===== config.mk =====
export PLATFORM = sky130hd
export DESIGN_NAME = pipe_stage_fwd_reg
export DESIGN_NICKNAME = d
export VERILOG_FILES = /design/src/rtl/pipe_stage_fwd_reg_pkg.sv /design/src/rtl/pipe_stage_fwd_reg_slot.sv /design/src/rtl/pipe_stage_fwd_reg.sv
export SDC_FILE = /design/constraint.sdc
export NUM_CORES = 1
export LEC_CHECK = 0
export CORE_AREA = 2 2 200 202
export CTS_BUF_LIST = sky130_fd_sc_hd__clkbuf_4 sky130_fd_sc_hd__clkbuf_8 sky130_fd_sc_hd__clkbuf_16
export DETAILED_ROUTE_END_ITERATION = 10
export DIE_AREA = 0 0 202 204
export PLACE_DENSITY_LB_ADDON = 0.12
export SLEW_MARGIN = 0
export SYNTH_ARGS = -nofsm -noshare
export SYNTH_HDL_FRONTEND = slang
export SYNTH_SLANG_ARGS = --single-unit
export TNS_END_PERCENT = 5

===== constraint.sdc =====
create_clock -name clk -period 1.6 [get_ports clk]
set_clock_uncertainty 0.1 [all_clocks]
set_input_delay 0.16 -clock clk [delete_from_list [all_inputs] [get_ports clk]]
set_output_delay 0.16 -clock clk [all_outputs]
set_load 0.05 [all_outputs]

===== src/rtl/pipe_stage_fwd_reg_pkg.sv =====
// Shared definitions for the generic pipeline stage register.
//   - Default widths for operands, payload, control word and stall counter.
//   - Control word field offsets, so hazard/trace logic decodes out_ctrl consistently.
//   - CTRL_BUBBLE: the all-zero control word (no rf/ram write, no branch).
//   - slot_op_e: per-cycle action applied to one pipe slot.
package pipe_stage_fwd_reg_pkg;

   localparam int unsigned XLEN_DEF    = 32;
   localparam int unsigned NUM_OPS_DEF = 2;
   localparam int unsigned DATA_W_DEF  = 101;
   localparam int unsigned CTRL_W_DEF  = 13;
   localparam int unsigned CNT_W_DEF   = 16;

   // Control word layout (LSB offsets / widths)
   localparam int unsigned CTRL_RF_WSEL_LSB = 0;   // 2 bits
   localparam int unsigned CTRL_BRANCH_LSB  = 2;   // 3 bits
   localparam int unsigned CTRL_RF_WE_BIT   = 5;   // 1 bit
   localparam int unsigned CTRL_ALU_OP_LSB  = 6;   // 4 bits
   localparam int unsigned CTRL_ALUB_SEL_LSB = 10; // 2 bits
   localparam int unsigned CTRL_RAM_WE_BIT  = 12;  // 1 bit

   localparam logic [CTRL_W_DEF-1:0] CTRL_BUBBLE = '0;

   typedef enum logic [1:0] {
      SLOT_HOLD  = 2'd0,  // keep contents; operand refresh allowed
      SLOT_LOAD  = 2'd1,  // capture a new beat
      SLOT_CLEAR = 2'd2   // empty the slot and zero it (bubble)
   } slot_op_e;

endpackage


===== src/rtl/pipe_stage_fwd_reg_slot.sv =====
// One pipeline entry: valid flag, payload, control word and operands.
// Ports:
//   clk, rst_n      clock, asynchronous active-low reset
//   op              action this edge (hold / load / clear)
//   refresh         entry is stalled; allows upd_en/upd_data refresh on hold
//   ld_data/ctrl    beat payload and control to load
//   ld_ops          beat operands to load
//   ld_sel/ld_alt   per-op capture mux: ld_sel[i] picks ld_alt[i] over ld_ops[i]
//   upd_en/upd_data per-op refresh of held operands
//   valid/data/ctrl/ops  registered entry contents
module pipe_stage_fwd_reg_slot
   import pipe_stage_fwd_reg_pkg::*;
#(
   parameter int unsigned XLEN    = XLEN_DEF,
   parameter int unsigned NUM_OPS = NUM_OPS_DEF,
   parameter int unsigned DATA_W  = DATA_W_DEF,
   parameter int unsigned CTRL_W  = CTRL_W_DEF
) (
   input  logic                    clk,
   input  logic                    rst_n,
   input  slot_op_e                op,
   input  logic                    refresh,
   input  logic [DATA_W-1:0]       ld_data,
   input  logic [CTRL_W-1:0]       ld_ctrl,
   input  logic [NUM_OPS*XLEN-1:0] ld_ops,
   input  logic [NUM_OPS-1:0]      ld_sel,
   input  logic [NUM_OPS*XLEN-1:0] ld_alt,
   input  logic [NUM_OPS-1:0]      upd_en,
   input  logic [NUM_OPS*XLEN-1:0] upd_data,
   output logic                    valid,
   output logic [DATA_W-1:0]       data,
   output logic [CTRL_W-1:0]       ctrl,
   output logic [NUM_OPS*XLEN-1:0] ops
);

   logic [NUM_OPS*XLEN-1:0] cap_ops;
   logic [NUM_OPS*XLEN-1:0] upd_ops;

   always_comb begin
      cap_ops = '0;
      upd_ops = '0;
      for (int unsigned i = 0; i < NUM_OPS; i++) begin
         cap_ops[i*XLEN +: XLEN] = ld_sel[i] ? ld_alt[i*XLEN +: XLEN]
                                             : ld_ops[i*XLEN +: XLEN];
         upd_ops[i*XLEN +: XLEN] = upd_en[i] ? upd_data[i*XLEN +: XLEN]
                                             : ops[i*XLEN +: XLEN];
      end
   end

   always_ff @(posedge clk or negedge rst_n) begin
      if (!rst_n) begin
         valid <= 1'b0;
         data  <= '0;
         ctrl  <= CTRL_W'(CTRL_BUBBLE);
         ops   <= '0;
      end else begin
         case (op)
            SLOT_CLEAR: begin
               // Zeroing ctrl on every empty keeps "invalid implies bubble"
               valid <= 1'b0;
               data  <= '0;
               ctrl  <= CTRL_W'(CTRL_BUBBLE);
               ops   <= '0;
            end
            SLOT_LOAD: begin
               valid <= 1'b1;
               data  <= ld_data;
               ctrl  <= ld_ctrl;
               ops   <= cap_ops;
            end
            default: begin
               if (refresh && valid) ops <= upd_ops;
            end
         endcase
      end
   end

endmodule


===== src/rtl/pipe_stage_fwd_reg.sv =====
// Generic pipeline stage register with valid/ready handshake, flush-to-bubble,
// per-operand forwarding on capture, held-operand refresh while stalled, an
// optional skid entry (SKID=1) giving a registered in_ready, and a saturating
// stall counter.
// Ports:
//   clk, rst_n                 clock, asynchronous active-low reset
//   in_valid/in_ready          upstream handshake
//   in_data/in_ctrl/in_ops     incoming beat (op i at [i*XLEN +: XLEN])
//   fwd_en/fwd_data            per-op forwarded value used on capture
//   hold_upd_en/hold_upd_data  per-op refresh of the stalled output entry
//   flush                      kill held entries and the incoming beat
//   out_valid/out_ready        downstream handshake
//   out_data/out_ctrl/out_ops  registered output entry
//   stall_cnt                  saturating count of stalled output cycles
module pipe_stage_fwd_reg
   import pipe_stage_fwd_reg_pkg::*;
#(
   parameter int unsigned XLEN    = XLEN_DEF,
   parameter int unsigned NUM_OPS = NUM_OPS_DEF,
   parameter int unsigned DATA_W  = DATA_W_DEF,
   parameter int unsigned CTRL_W  = CTRL_W_DEF,
   parameter int unsigned SKID    = 0,
   parameter int unsigned CNT_W   = CNT_W_DEF
) (
   input  logic                    clk,
   input  logic                    rst_n,
   input  logic                    in_valid,
   output logic                    in_ready,
   input  logic [DATA_W-1:0]       in_data,
   input  logic [CTRL_W-1:0]       in_ctrl,
   input  logic [NUM_OPS*XLEN-1:0] in_ops,
   input  logic [NUM_OPS-1:0]      fwd_en,
   input  logic [NUM_OPS*XLEN-1:0] fwd_data,
   input  logic [NUM_OPS-1:0]      hold_upd_en,
   input  logic [NUM_OPS*XLEN-1:0] hold_upd_data,
   input  logic                    flush,
   output logic                    out_valid,
   input  logic                    out_ready,
   output logic [DATA_W-1:0]       out_data,
   output logic [CTRL_W-1:0]       out_ctrl,
   output logic [NUM_OPS*XLEN-1:0] out_ops,
   output logic [CNT_W-1:0]        stall_cnt
);

   logic                    accept;
   slot_op_e                out_op;
   logic [DATA_W-1:0]       out_ld_data;
   logic [CTRL_W-1:0]       out_ld_ctrl;
   logic [NUM_OPS*XLEN-1:0] out_ld_ops;
   logic [NUM_OPS-1:0]      out_ld_sel;

   assign accept = in_valid & in_ready;

   generate
      if (SKID != 0) begin : g_skid
         logic                    skid_valid;
         logic [DATA_W-1:0]       skid_data;
         logic [CTRL_W-1:0]       skid_ctrl;
         logic [NUM_OPS*XLEN-1:0] skid_ops;
         slot_op_e                skid_op;

         // Registered ready: the skid is only ever filled while the output is
         // stalled, so it absorbs the beat accepted in the cycle ready drops.
         assign in_ready = ~skid_valid;

         always_comb begin
            out_op      = SLOT_HOLD;
            skid_op     = SLOT_HOLD;
            out_ld_data = in_data;
            out_ld_ctrl = in_ctrl;
            out_ld_ops  = in_ops;
            out_ld_sel  = fwd_en;
            if (flush) begin
               out_op  = SLOT_CLEAR;
               skid_op = SLOT_CLEAR;
            end else if (skid_valid) begin
               // Skid full implies out full; nothing is accepted this cycle.
               if (out_ready) begin
                  out_op      = SLOT_LOAD;
                  out_ld_data = skid_data;
                  out_ld_ctrl = skid_ctrl;
                  out_ld_ops  = skid_ops;
                  out_ld_sel  = '0;  // skid operands were already forwarded
                  skid_op     = SLOT_CLEAR;
               end
            end else if (accept) begin
               if (!out_valid || out_ready) out_op  = SLOT_LOAD;
               else                         skid_op = SLOT_LOAD;
            end else if (out_valid && out_ready) begin
               out_op = SLOT_CLEAR;
            end
         end

         pipe_stage_fwd_reg_slot #(
            .XLEN    (XLEN),
            .NUM_OPS (NUM_OPS),
            .DATA_W  (DATA_W),
            .CTRL_W  (CTRL_W)
         ) u_skid (
            .clk      (clk),
            .rst_n    (rst_n),
            .op       (skid_op),
            .refresh  (1'b1),
            .ld_data  (in_data),
            .ld_ctrl  (in_ctrl),
            .ld_ops   (in_ops),
            .ld_sel   (fwd_en),
            .ld_alt   (fwd_data),
            .upd_en   (fwd_en),
            .upd_data (fwd_data),
            .valid    (skid_valid),
            .data     (skid_data),
            .ctrl     (skid_ctrl),
            .ops      (skid_ops)
         );
      end else begin : g_noskid
         assign in_ready = out_ready | ~out_valid;

         always_comb begin
            out_op      = SLOT_HOLD;
            out_ld_data = in_data;
            out_ld_ctrl = in_ctrl;
            out_ld_ops  = in_ops;
            out_ld_sel  = fwd_en;
            if (flush)                        out_op = SLOT_CLEAR;
            else if (accept)                  out_op = SLOT_LOAD;
            else if (out_valid && out_ready)  out_op = SLOT_CLEAR;
         end
      end
   endgenerate

   pipe_stage_fwd_reg_slot #(
      .XLEN    (XLEN),
      .NUM_OPS (NUM_OPS),
      .DATA_W  (DATA_W),
      .CTRL_W  (CTRL_W)
   ) u_out (
      .clk      (clk),
      .rst_n    (rst_n),
      .op       (out_op),
      .refresh  (~out_ready),
      .ld_data  (out_ld_data),
      .ld_ctrl  (out_ld_ctrl),
      .ld_ops   (out_ld_ops),
      .ld_sel   (out_ld_sel),
      .ld_alt   (fwd_data),
      .upd_en   (hold_upd_en),
      .upd_data (hold_upd_data),
      .valid    (out_valid),
      .data     (out_data),
      .ctrl     (out_ctrl),
      .ops      (out_ops)
   );

   always_ff @(posedge clk or negedge rst_n) begin
      if (!rst_n) begin
         stall_cnt <= '0;
      end else if (out_valid && !out_ready && !flush && (stall_cnt != '1)) begin
         stall_cnt <= stall_cnt + 1'b1;
      end
   end

endmodule

==> results.md, run 1 <==
- Cell count of the worst reg-to-reg path: 6
- Flop pwr share: 37.1%
- RSZ-0062 raised after global routing: true
- Startpoint types: register
- Post-DP HPWL: 28.1 mm
- Synth Cell Area: 8660 um^2
- Cell variety after synth: 35
- CTS clk-pin slew, worst paths: 0.08 ns
- Biggest area consumer among synthesized cells: dfrtp_1
- CTS HTree Levels: 4
- Logic gate share of total power: between 30% and 40%
- Crit Reg-Reg Startpoint: u_out.valid
- Leakage: slightly above 7 nW
- Gr usage total: between 10% and 20%
- Min cycle time layout: 1.75 ns
- Crit-path cells: or2_4 -> buf_6 -> a21oi_4 -> buf_12 -> clkbuf_16 -> a21oi_1
- Tot Pwr: 15.2 mW
- Syn nets: slightly above 1000
- Commonest non-fill, non-tap cells in the layout: clkdlybuf4s50_1 (312), buf_4 (235), dfrtp_1 (178), a22o_1 (114)
- Mapped Cells: 690
- Clk pwr share: 30.6%
- Total routed wirelength: 37.0 mm
- CORE AREA: 39200 um^2
- Worst endpoint required time: ~1.8 ns
- Failing checks: setup timing
- Nets@finish: 1576
- Pwr per Cell Area: 953 nW/um^2
- CP top delay family: buffers and inverters
- Worst-Margin Slew: 0.419 ns
- Row cnt: 73
- Mean number of vias per cell: 4.41
- Critical Path AT: approximately 2 ns
- P_sw: 5.16 mW
- Max Slew Vio Count: 0
- First-pass GRT wire length: 53.4 mm
- Clock buffer depth: 2
- Sw frac: between 30% and 40%
- Flops & latches, synth: 195
- DRT Pass-1 Iters: 4
- CTS tree: built
- Share of the synthesized area in the top cell type: between 50 and 60%
- Final-report hold violation count: 0
- Final setup TNS: -16.33 ns
- Worst VDD drop: 715 uV
- DR DRC count: 0
- DRT antenna net count: 0
- Initial core utilization: approximately 22%
- Grt ovf: 0
- Routed WL per cell: roughly 21 um
- Layout area overhead: 83.8%
- Ys Warns: 0
- Commonest non-fill, non-tap cell in the layout: clkdlybuf4s50_1
- Routed vias: 7923
- CP max FO: 23
- CP Capture Type: register
- CTS Buf Count: 17
- Sink Count: 195
- 1st-iter DRT viols: 237
- Clock Latency Late Sink: 0.45 ns
- Die area: 41200 um^2
- Gp weighted congestion: about 0.8
- Largest net degree at the start of global routing: 67
- IO Port Bufs: 510
- Vias in the first global route: 8434
- Slowest CP cell: dfrtp_2
- Syn avg cell area: 12.6 um^2
- Die Width: roughly 200 um
- Share of post-route cells with drive strength above 1: 35.9%
- Post-synthesis sequential area ratio: 56.3%
- Buf+Inv Stages, Crit Path: 3
- Worst Hold Class: in2async
- Period utilization: 109%
- Fillers: 3804
- Root Buffer: clkbuf_16
- Status: finished, violations left
- Fmax: roughly 570 MHz
- Worst setup margin: -0.150 ns
- Final core occ: between 40% and 50%
- CP max stage delay: 0.45 ns
- Height of the die: 204 um
- Internal power: 10.0 mW
- Crit path depth: 6
- Max-Cap Viols: 0
- Initial antenna violation count: 1
- Worst setup path category: reg2reg
- Slew headroom: 72.0%
- Area contributors post-synth: dfrtp_1 (56%), a22o_1 (12%), mux2_2 (8.5%), a221oi_1 (5.5%), a21oi_1 (3.6%)
- Worst Setup SP: u_out.valid
- Final number of setup-violating endpoints: 175
- IO Pins: 511
-- metrics by stage --
stage | setup slack (ns) | cell area [um^2] | instances | hold slack, ns
2_1_floorplan | -0.234 | 8760 | 690 | -0.236
3_3_place_gp | -0.402 | 14700 | 1747 | -0.0996
3_5_place_dp | -0.429 | 14700 | 1747 | -0.0995
4_1_cts | -0.139 | 15600 | 1790 | 0.162
5_1_grt | -0.227 | 15900 | 1798 | 0.163
6_report | -0.150 | 15900 | 1798 | 0.187
-- state kept, by name, indices dropped and copies added, names as in the netlist --
signal / flops
u_out.data: 101
u_out.ops: 64
stall_cnt: 16
u_out.ctrl: 13
u_out.valid: 1
-- cell families (layout without fill, tap and decap cells) --
| logic type | Yosys count | after routing | share of synthesized area (%) |
|---|---|---|---|
| adders and majority gates | 1 | 1 | 0.144 |
| AOI/OAI and AO/OA | 247 | 247 | 23.3 |
| muxes | 65 | 65 | 8.45 |
| buffers and inverters | 127 | 709 | 7.16 |
| other | 0 | 1 | 0 |
| xor gates and xnor gates | 15 | 15 | 1.52 |
| and+or+nand+nor | 40 | 40 | 3.12 |
| DFF | 195 | 195 | 56.3 |
-- Yosys cell counts --
cell type,count
a21oi_1,62
a21oi_2,3
a21oi_4,3
a221oi_1,54
a221oi_2,10
a22o_1,114
and3_1,2
and4_1,1
buf_2,28
buf_4,14
buf_6,6
buf_8,1
clkbuf_1,13
dfrtp_1,195
ha_1,1
inv_1,65
mux2_2,65
nand2_1,7
nand2b_4,1
nand3_1,4
nand4_1,3
nor2_1,3
nor3_1,5
nor3b_1,3
nor3b_2,1
nor4_1,2
nor4_2,1
nor4_4,1
nor4b_1,1
o2111ai_1,1
or2_1,2
or3b_1,2
or4b_4,1
xnor2_1,1
xor2_1,14
-- metal layers --
layer / global-route usage [%] / up-vias / wire (um)
met5: 0 / - / 0
met3: 6.62 / 22 / 2930
met1: 20.4 / 3861 / 15000
met2: 29.4 / 314 / 18600
met4: 4.10 / 0 / 453
li1: - / 3726 / -
-- power groups by stage --
stage	registers (mW)	clock network (mW)	logic [mW]
CTS	5.63	4.82	4.86
floorplan	7.13	0	0.954
global placement	5.70	0	4.74
detailed placement	5.71	0	4.73
finish	5.62	4.63	4.91
global route	5.68	5.01	5.19
-- worst reg2reg max path: stages, from the launching register on --
cell	delay (ns)
dfrtp_2	0.45
or2_4	0.27
buf_6	0.13
a21oi_4	0.25
buf_12	0.15
clkbuf_16	0.19
a21oi_1	0.09
-- final cells by class --
| cell class | instances | area [um^2] | area share, % |
|---|---|---|---|
| Timing Repair Buffer | 613 | 6170 | 38.8 |
| Antenna cell | 1 | 2.50 | 0.0157 |
| Clock buffer | 17 | 425 | 2.67 |
| Tap cell | 525 | 657 | 4.13 |
| Clock inverter | 14 | 195 | 1.23 |
| Multi-Input combinational cell | 368 | 3320 | 20.9 |
| Inverter | 65 | 244 | 1.53 |
| Sequential cell | 195 | 4900 | 30.8 |
-- path summary, 6_finish.rpt --
path                                       end  slack [ns]
worst max-delay path             u_out.ops[22]       -0.15
worst min-delay path            u_out.data[58]        0.19
worst max register to register   u_out.ops[22]       -0.15
worst min register to register   u_out.data[1]        0.41
max in group asynchronous       u_out.data[76]        0.56
min in group clk                 u_out.data[0]        0.20
-- timing repair --
item	CTS	global route
pin swaps	85	27
setup endpoints to repair	191	197
hold buffers	2	0
setup buffers	6	2
endpoints found under the hold margin	195	0
cloned	4	6
gates resized for setup	15	23
Power figures use the tool's default switching activity.
==> inputs of run 2 (changes only) <==
--- a/config.mk
+++ b/config.mk
@@ -6,4 +6,5 @@
 export NUM_CORES = 1
 export LEC_CHECK = 0
+export CAP_MARGIN = 20
 export CORE_AREA = 2 2 200 202
 export CTS_BUF_LIST = sky130_fd_sc_hd__clkbuf_4 sky130_fd_sc_hd__clkbuf_8 sky130_fd_sc_hd__clkbuf_16
==> constraint.sdc (replaced) <==
create_clock -name clk -period 1.6 [get_ports clk]
set_clock_uncertainty 0.1 [all_clocks]
set_input_delay 0.16 -clock clk [delete_from_list [all_inputs] [get_ports clk]]
set_output_delay 0.16 -clock clk [all_outputs]
set_load 0.01 [all_outputs]
==> results.md, run 2 (synthesized netlist as in run 1, its figures left out) <==
- Clock buffer depth: 2
- Commonest non-fill, non-tap cells in the layout: clkdlybuf4s50_1 (312), dfrtp_1 (193), dlygate4sd2_1 (191), a22o_1 (114), buf_4 (71)
- DR top layer: met5
- CTS tree: built
- Clock Latency Late Sink: 0.45 ns
- Commonest non-fill, non-tap cell in the layout: clkdlybuf4s50_1
- Largest net degree at the start of global routing: 57
- Slew headroom: 76.8%
- Most flops, register: u_out.data
- Final core occ: 40.0%
- Logic gate share of total power: 24.7%
- Min cycle time layout: 1.76 ns
- Grt ovf: 0
- DR DRC count: 0
- Internal power: 9.43 mW
- Startpoint types: register
- Period utilization: 110%
- 1st-iter DRT viols: 342
- CP max FO: 24
- First-pass GRT wire length: 52.5 mm
- Final-report hold violation count: 0
- Max reg flops: 101
- DRT antenna net count: 0
- Layout area overhead: 81.0%
- Clk pwr share: 33.0%
- Routed vias: 7825
- Routed length on met3: 2.45 mm
- Pwr per Cell Area: 837 nW/um^2
- DP Worst Slack: -0.434 ns
- Met2 wire length: 18.4 mm
- Height of the die: 204 um
- IO Pins: ~510
- RSZ-0062 raised after global routing: true
- CORE AREA: 39200 um^2
- Vias in the first global route: 8214
- Tot Pwr: 13.1 mW
- Status: finished, violations left
- Flop pwr share: 42.3%
- Antenna Cells: 0
- Leakage: 7.47 nW
- CTS Buf Count: 17
- Critical Path AT: 2.03 ns
- Die Width: just over 200 um
- Worst VDD drop: between 400 and 500 uV
- Die area: a little over 40000 um^2
- Worst setup margin: -0.161 ns
- Worst endpoint required time: ~1.9 ns
- Max Slew Vio Count: 0
- Sink Count: 195
- Worst Hold Class: in2async
- Final setup TNS: -18.66 ns
- Row cnt: 73
- Mean number of vias per cell: about 4.3
- CTS HTree Levels: 4
- Worst-Margin Slew: approximately 0.35 ns
- Post-DP HPWL: around 28 mm
- Sw frac: 28.2%
- CP Capture Type: register
- Initial core utilization: roughly 22%
- Met1 WL: between 10 and 15 mm
- Root Buffer: clkbuf_16
- Final number of setup-violating endpoints: 181
- IO Port Bufs: 510
- Fmax: 568 MHz
- Share of post-route cells with drive strength above 1: 19.5%
- CTS clk-pin slew, worst paths: roughly 0.09 ns
- Max-Cap Viols: 0
- Gr usage total: 17.0%
- Routed WL per cell: 19.8 um
- Total routed wirelength: 35.7 mm
- DRT Pass-1 Iters: 4
- Largest registers: u_out.data: 101 flops, u_out.ops: 64 flops, stall_cnt: 16 flops
- Gp weighted congestion: 0.766
- Failing checks: setup timing
- Worst setup path category: reg2reg
- Nets@finish: 1581
- P_sw: 3.70 mW
- Initial antenna violation count: 2
==> run 2: worst paths after layout <==
path / slack, ns / end / from / depth (start not counted)
max: -0.16 / u_out.ops[24] / u_out.valid / 7
min: 0.06 / u_out.ops[48] / rst_n / 2
max reg2reg: -0.16 / u_out.ops[24] / u_out.valid / 7
min reg2reg: 0.40 / u_out.data[22] / u_out.data[22] / 1
max in group asynchronous: 0.70 / u_out.ctrl[10] / rst_n / 3
min in group clk: 0.20 / u_out.data[41] / in_data[41] / 2
==> run 2: what timing repair did <==
item | in CTS | in global routing
cloned | 1 | 1
hold buffers | 1 | 0
hold endpoints to repair | 195 | 0
pin swaps | 79 | 17
buffers inserted | 4 | 0
setup endpoints to repair | 382 | 198
resized for setup | 222 | 14
==> run 2: per-stage QoR <==
stage / instances / cell area, um^2 / hold WS [ns]
floorplan: 690 / 8720 / -0.236
global placement: 1764 / 15100 / -0.0309
detailed placement: 1764 / 15100 / -0.0290
CTS: 1801 / 15600 / 0.0311
global route: 1802 / 15700 / 0.0548
finish: 1802 / 15700 / 0.0583
==> run 2: power groups by stage <==
stage | combinational (mW) | clock, mW | sequential (mW)
after floorplan | 0.939 | 0 | 5.86
after global routing | 3.50 | 4.73 | 5.61
after CTS | 3.27 | 4.52 | 5.56
final | 3.24 | 4.33 | 5.55
after detailed placement | 3.47 | 0 | 5.67
after global placement | 3.48 | 0 | 5.67
==> run 2: area by class of cell <==
| class | instances | area, um^2 |
|---|---|---|
| Multi-Input combinational cell | 368 | 3310 |
| Inverter | 65 | 244 |
| Tap cell | 525 | 657 |
| Clock buffer | 20 | 448 |
| Sequential cell | 195 | 4880 |
| Clock inverter | 11 | 119 |
| Timing Repair Buffer | 618 | 6020 |
| Fill cell | 3888 | 23500 |
==> run 2: metal layers <==
metal	vias up	GRT usage (%)
li1	3731	-
met1	3816	20.1
met2	246	29.7
met3	28	5.68
met4	4	4.15
met5	-	0
==> run 2: critical path, stage by stage, from the launching register on <==
cell and delay (ns):
dfrtp_2 0.44, buf_4 0.15, nand2b_4 0.08, nor3b_4 0.26, buf_12 0.22, buf_12 0.19
a221oi_1 0.09, a21oi_1 0.13
